File: src/rtl/div_ctrl_pkg.sv
// Shared types and constants for the EX-stage divider sequencer (div_ctrl).
// Holds the FSM state encoding, the divide-by-zero quotient and the divider result field layout.
package div_ctrl_pkg;

  typedef enum logic [2:0] {
    IDLE  = 3'd0,
    ISSUE = 3'd1,
    WAIT  = 3'd2,
    DRAIN = 3'd3,
    DONE  = 3'd4
  } state_t;

  localparam logic [31:0] DIV_ZERO_QUOT = 32'hFFFF_FFFF;

  // Divider result word: quotient in the upper half, remainder in the lower half.
  localparam int DOUT_QUOT_LSB = 32;
  localparam int DOUT_REM_LSB  = 0;

  function automatic logic [31:0] dout_field(input logic [63:0] dout, input logic rem);
    return rem ? dout[DOUT_REM_LSB +: 32] : dout[DOUT_QUOT_LSB +: 32];
  endfunction

endpackage

File: src/rtl/div_ctrl.sv
// Sequencer for the shared 32-bit AXI-stream divider: issue, wait, hold result for WB, flush handling.
// Optional DIV_ZERO_BYPASS_EN: a zero divisor is answered locally without touching the divider.
module div_ctrl
  import div_ctrl_pkg::*;
#(
  parameter int LAT_MAX = 40,
  parameter int CNT_W   = 6
) (
  input  logic        clk,
  input  logic        resetn,
  input  logic        req_valid,
  output logic        req_ready,
  input  logic        req_signed,
  input  logic        req_rem,
  input  logic [31:0] req_src1,
  input  logic [31:0] req_src2,
  input  logic        cancel,
  output logic        resp_valid,
  input  logic        resp_ready,
  output logic [31:0] resp_data,
  output logic        busy,
  output logic        err_timeout,
  output logic        div_signed,
  output logic        div_dividend_tvalid,
  input  logic        div_dividend_tready,
  output logic [31:0] div_dividend_tdata,
  output logic        div_divisor_tvalid,
  input  logic        div_divisor_tready,
  output logic [31:0] div_divisor_tdata,
  input  logic        div_dout_tvalid,
  input  logic [63:0] div_dout_tdata
);

  localparam logic [CNT_W-1:0] LAT_LIMIT = CNT_W'(LAT_MAX);

  state_t            r_state;
  state_t            w_state_next;
  logic              r_signed;
  logic              r_rem;
  logic [31:0]       r_src1;
  logic [31:0]       r_src2;
  logic [31:0]       r_result;
  logic              r_dd_done;
  logic              r_dv_done;
  logic              r_cancel_pend;
  logic [CNT_W-1:0]  r_cnt;
  logic              r_err;

  logic              w_dd_tvalid;
  logic              w_dv_tvalid;
  logic              w_dd_fin;
  logic              w_dv_fin;
  logic              w_accept;
  logic              w_load_result;
  logic [31:0]       w_result_next;

  // Each channel keeps tvalid up until its own handshake, independent of the other channel.
  assign w_dd_tvalid = (r_state == ISSUE) && !r_dd_done;
  assign w_dv_tvalid = (r_state == ISSUE) && !r_dv_done;
  assign w_dd_fin    = r_dd_done || (w_dd_tvalid && div_dividend_tready);
  assign w_dv_fin    = r_dv_done || (w_dv_tvalid && div_divisor_tready);

  always_comb begin
    w_state_next  = r_state;
    w_accept      = 1'b0;
    w_load_result = 1'b0;
    w_result_next = dout_field(div_dout_tdata, r_rem);
    case (r_state)
      IDLE: begin
        if (req_valid && !cancel) begin
          w_accept     = 1'b1;
          w_state_next = ISSUE;
`ifdef DIV_ZERO_BYPASS_EN
          if (req_src2 == 32'd0) begin
            w_load_result = 1'b1;
            w_result_next = req_rem ? req_src1 : DIV_ZERO_QUOT;
            w_state_next  = DONE;
          end
`endif
        end
      end
      ISSUE: begin
        if (w_dd_fin && w_dv_fin)
          w_state_next = (r_cancel_pend || cancel) ? DRAIN : WAIT;
      end
      WAIT: begin
        if (div_dout_tvalid) begin
          if (cancel) begin
            w_state_next = IDLE;
          end else begin
            w_load_result = 1'b1;
            w_state_next  = DONE;
          end
        end else if (cancel) begin
          w_state_next = DRAIN;
        end
      end
      DRAIN: begin
        if (div_dout_tvalid) w_state_next = IDLE;
      end
      DONE: begin
        if (resp_ready || cancel) w_state_next = IDLE;
      end
      default: w_state_next = IDLE;
    endcase
  end

  always_ff @(posedge clk or negedge resetn) begin
    if (!resetn) begin
      r_state       <= IDLE;
      r_signed      <= 1'b0;
      r_rem         <= 1'b0;
      r_src1        <= '0;
      r_src2        <= '0;
      r_result      <= '0;
      r_dd_done     <= 1'b0;
      r_dv_done     <= 1'b0;
      r_cancel_pend <= 1'b0;
      r_cnt         <= '0;
      r_err         <= 1'b0;
    end else begin
      r_state <= w_state_next;
      if (w_accept) begin
        r_signed      <= req_signed;
        r_rem         <= req_rem;
        r_src1        <= req_src1;
        r_src2        <= req_src2;
        r_dd_done     <= 1'b0;
        r_dv_done     <= 1'b0;
        r_cancel_pend <= 1'b0;
        r_cnt         <= '0;
      end
      if (r_state == ISSUE) begin
        if (w_dd_tvalid && div_dividend_tready) r_dd_done <= 1'b1;
        if (w_dv_tvalid && div_divisor_tready)  r_dv_done <= 1'b1;
        if (cancel)                             r_cancel_pend <= 1'b1;
      end
      // Counter saturates at the limit; the timeout flag is sticky and never aborts the wait.
      if (r_state == WAIT) begin
        if (r_cnt != LAT_LIMIT) r_cnt <= r_cnt + CNT_W'(1);
        if (r_cnt == LAT_LIMIT) r_err <= 1'b1;
      end
      if (w_load_result) r_result <= w_result_next;
    end
  end

  assign req_ready           = (r_state == IDLE);
  assign busy                = (r_state != IDLE);
  assign resp_valid          = (r_state == DONE);
  assign resp_data           = r_result;
  assign err_timeout         = r_err;
  assign div_signed          = r_signed;
  assign div_dividend_tvalid = w_dd_tvalid;
  assign div_divisor_tvalid  = w_dv_tvalid;
  assign div_dividend_tdata  = r_src1;
  assign div_divisor_tdata   = r_src2;

endmodule

File: config.mk
export PLATFORM = sky130hd
export DESIGN_NAME = div_ctrl
export DESIGN_NICKNAME = d
export VERILOG_FILES = /design/src/rtl/div_ctrl_pkg.sv /design/src/rtl/div_ctrl.sv
export SDC_FILE = /design/constraint.sdc
export NUM_CORES = 1
export LEC_CHECK = 0
export ABC_AREA = 1
export BUFFER_PORTS_ARGS = -buffer_cell sky130_fd_sc_hd__buf_2
export CORE_UTILIZATION = 42
export DETAILED_ROUTE_END_ITERATION = 10
export GPL_ROUTABILITY_DRIVEN = 0
export GPL_TIMING_DRIVEN = 0
export PLACE_DENSITY_LB_ADDON = 0.2
export SLEW_MARGIN = 15
export SYNTH_ARGS = -nofsm -noshare
export SYNTH_HDL_FRONTEND = slang
export SYNTH_SLANG_ARGS = --single-unit
File: constraint.sdc
create_clock -name clk -period 1.95 [get_ports clk]
set_clock_uncertainty 0.2 [all_clocks]
set_input_delay 0.195 -clock clk [delete_from_list [all_inputs] [get_ports clk]]
set_output_delay 0.195 -clock clk [all_outputs]
set_load 0.02 [all_outputs]
==> results.yml <==
status:
  status: "completed"
place:
  io_buffers: 240
  post-place-ws_ps: 290
  dp_hpwl_mm: 9.50
  dp_cells: 971
  dpl_cell_area_mm2: 0.00630
yosys:
  netlist_instances: 587
  ys_seq_area_share_pct: 56.8
  synth.avg_cell_area_um2: 8.33
  ys.warnings.count: 0
  ys_ff_latch: 111
  synth_area_mm2: 0.00489
  synth.distinct_cells: 29
  syn-num-nets: 727
finish:
  final_design_area_no_fill_mm2: 0.00764
  layout.nets: 1080
  final_common_cell: "nand2_1"
  nFillCells: 896
  multi_input_area_mm2: 0.00174
  instances_no_fill: 1088
  antenna_cells: 0
  area_delta_synth_final_pct: 56.3
  layout-drive-gt1-share_pct: 32.2
  regArea_mm2: 0.00278
  layout_common_cells: "286 x nand2_1, 252 x buf_2, 111 x dfrtp_1, 101 x dlygate4sd3_1, 48 x inv_1"
clocking:
  cts_buffers: 9
  cts.sinks: 111
  clk_latency_ps: 340
  h-tree-depth: 3
  cts_tree: "done"
  clockBufferDepth: 2
  path_clk_slew_ps: 70
  cts-root-buf: "clkbuf_16"
global_route:
  grt_pass1_wl_mm: 22.0
  grt_max_degree: 65
  antenna_found_initial: 0
  track_usage_pct: 23.6
  gr-total-overflow: 0
  grt_pass1_vias: 4873
hold_path:
  hp-start: "div_dout_tdata[38]"
  hold_path_end: "resp_data[6]$_DFFE_PN0P_"
  min_path_cells: 3
  hp-class: "in2reg"
setup_path:
  crit_type: "reg2out"
  crit_required_ps: 1550
  worst_setup_path_start_kind: "flop"
  worstPathArrival_ps: 1360
  reg2regPathDepth: 9
  slowest_delay_ps: 450
  reg2reg_setup_slack_ps: 300
  r2r-end: "div_dividend_tdata[29]$_DFFE_PN0P_"
  cp_slowest_cell: "dfrtp_1"
  timing.rr.start: "r_state[1]$_DFFE_PN0P_"
  end_kind: "output pin"
  crit_path_cell_trace: "nor2_2 > nand2_1 > nor2_1 > buf_2"
  crit_path_max_fanout: 6
floorplan:
  rows: 39
  die_w_um: 110
  coreArea_mm2: 0.0114
  die_h_um: 110
  initial_core_util_pct: 43.0
  die_area_mm2: 0.0121
  num_io_pins: 241
power:
  vdd_ir_drop_max_uv: 950
  leakagePower_uw: 0.00433
  power_density_mw_per_mm2: 1430
detailed_routing:
  drt-total-wl_mm: 14.5
  post_drt_wl_per_cell_um: 13.3
  antenna_left: 0
  drtIter0Drc: 261
  route.detailed.drc: 0
  dr.pass1.iters: 5
  vias: 5083
  via_per_inst: 4.67
timing:
  fmax_mhz: 571
  setup_ws_ps: 199
  tightest_slew_ps: 462
  slew_headroom_pct: 69.2
  setup_tns_ps: 0
  setup_viol: 0
  hold_violations: 0
  drv_slew: 0
  rsz0062_at_grt: "no"
  fin_crit_sh_pct: 89.8
  layout_min_cycle_time_ps: 1750
job:
  drv_cap: 0
## area by class of cell
cell class / instances / area share [%]
plain buffers: 28 / 2.37
clock buffers: 10 / 3.13
clock inverters: 6 / 1.18
inverters: 51 / 2.54
multi-input cells: 397 / 22.7
flip-flops and latches: 111 / 36.3
well taps: 143 / 2.34
repair buffers: 342 / 29.4
## power breakdown
part	switching, uW	total, uW	leakage (uW)	internal [uW]
combinational	3170	4920	0.00279	1750
clock	831	2000	0.000159	1170
sequential	620	3980	0.00139	3360
## state kept, by name, summed over array words and instances (netlist names), 3 cells and up
signal and cells:
div_dividend_tdata 32, div_divisor_tdata 32, r_cnt 6, r_state 3
resp_data 32
## worst max-delay path by stage
stage | from | to | slack [ps] | cells after the start
after CTS | r_state[1]$_DFFE_PN0P_ | div_dividend_tvalid | 170 | 4
after global routing | r_state[1]$_DFFE_PN0P_ | div_dividend_tvalid | 80 | 4
after global placement | resetn | div_dividend_tdata[19]$_DFFE_PN0P_ | -810 | 1
final | r_state[1]$_DFFE_PN0P_ | div_dividend_tvalid | 200 | 4
after floorplan | r_state[1]$_DFFE_PN0P_ | div_dividend_tdata[28]$_DFFE_PN0P_ | 380 | 9
after detailed placement | r_state[0]$_DFFE_PN0P_ | resp_data[27]$_DFFE_PN0P_ | 290 | 8
## cell usage after synthesis
| cell | count | area (um2) |
|---|---|---|
| nand2_4 | 1 | 11.3 |
| o31ai_1 | 1 | 7.51 |
| buf_6 | 8 | 90.1 |
| nor3_1 | 2 | 10.0 |
| inv_1 | 48 | 180 |
| a21oi_1 | 1 | 5.00 |
| xor2_1 | 2 | 17.5 |
| o21ai_0 | 46 | 230 |
| o31ai_2 | 1 | 12.5 |
| nand4_1 | 1 | 6.26 |
| o21bai_1 | 1 | 7.51 |
| dfrtp_1 | 111 | 2780 |
| inv_2 | 2 | 7.51 |
| nor2_2 | 1 | 6.26 |
| xnor2_1 | 1 | 8.76 |
| o21ai_1 | 9 | 45.0 |
| buf_2 | 13 | 65.1 |
| clkbuf_1 | 4 | 15.0 |
| nand3_1 | 11 | 55.1 |
| nand2_1 | 286 | 1070 |
| or2_2 | 1 | 6.26 |
| o21ai_2 | 16 | 140 |
| nor3_2 | 1 | 10.0 |
| nand2_2 | 2 | 12.5 |
| inv_4 | 1 | 6.26 |
| ha_1 | 2 | 25.0 |
| nor2_1 | 10 | 37.5 |
| a21boi_0 | 1 | 7.51 |
| buf_1 | 3 | 11.3 |
## worst max-delay path: cells and delay by family, from the launching register on
kind | cells | cell delay, ps
and+or+nand+nor | 3 | 400
buffers and inverters | 1 | 170
DFF | 1 | 450
## layer usage
metal / wire length (um) / up-vias / GRT usage, %
met4: 217 / 0 / 8.10
met3: 1240 / 17 / 6.22
met1: 5820 / 2356 / 27.3
li1: - / 2498 / -
met5: 0 / - / 0
met2: 7170 / 212 / 42.1
## kinds of logic (layout without fill, tap and decap cells)
logic type	Yosys count	count (layout)	share of synthesized area, %
and+or+nand+nor	316	316	25.1
buffers and inverters	79	437	7.68
adders and majority gates	2	2	0.512
AOI/OAI and AO/OA	76	76	9.32
DFF	111	111	56.8
xor gates and xnor gates	3	3	0.538
## metrics by stage
stage               hold WS (ps)  util, %  total power, uW
floorplan                   -301        -             7000
global placement             188     55.1             8590
detailed placement         -39.0     55.4             8720
CTS                        0.748     67.2            10900
global route                17.2     67.2            11700
finish                      9.41     67.2            10900
## timing repair
action                                 4_1_cts  5_1_grt
setup buffers                                0        0
hold buffers                               101        0
gates resized for setup                      0        0
endpoints found under the hold margin      145        0
(Power assumes the default switching activity.)
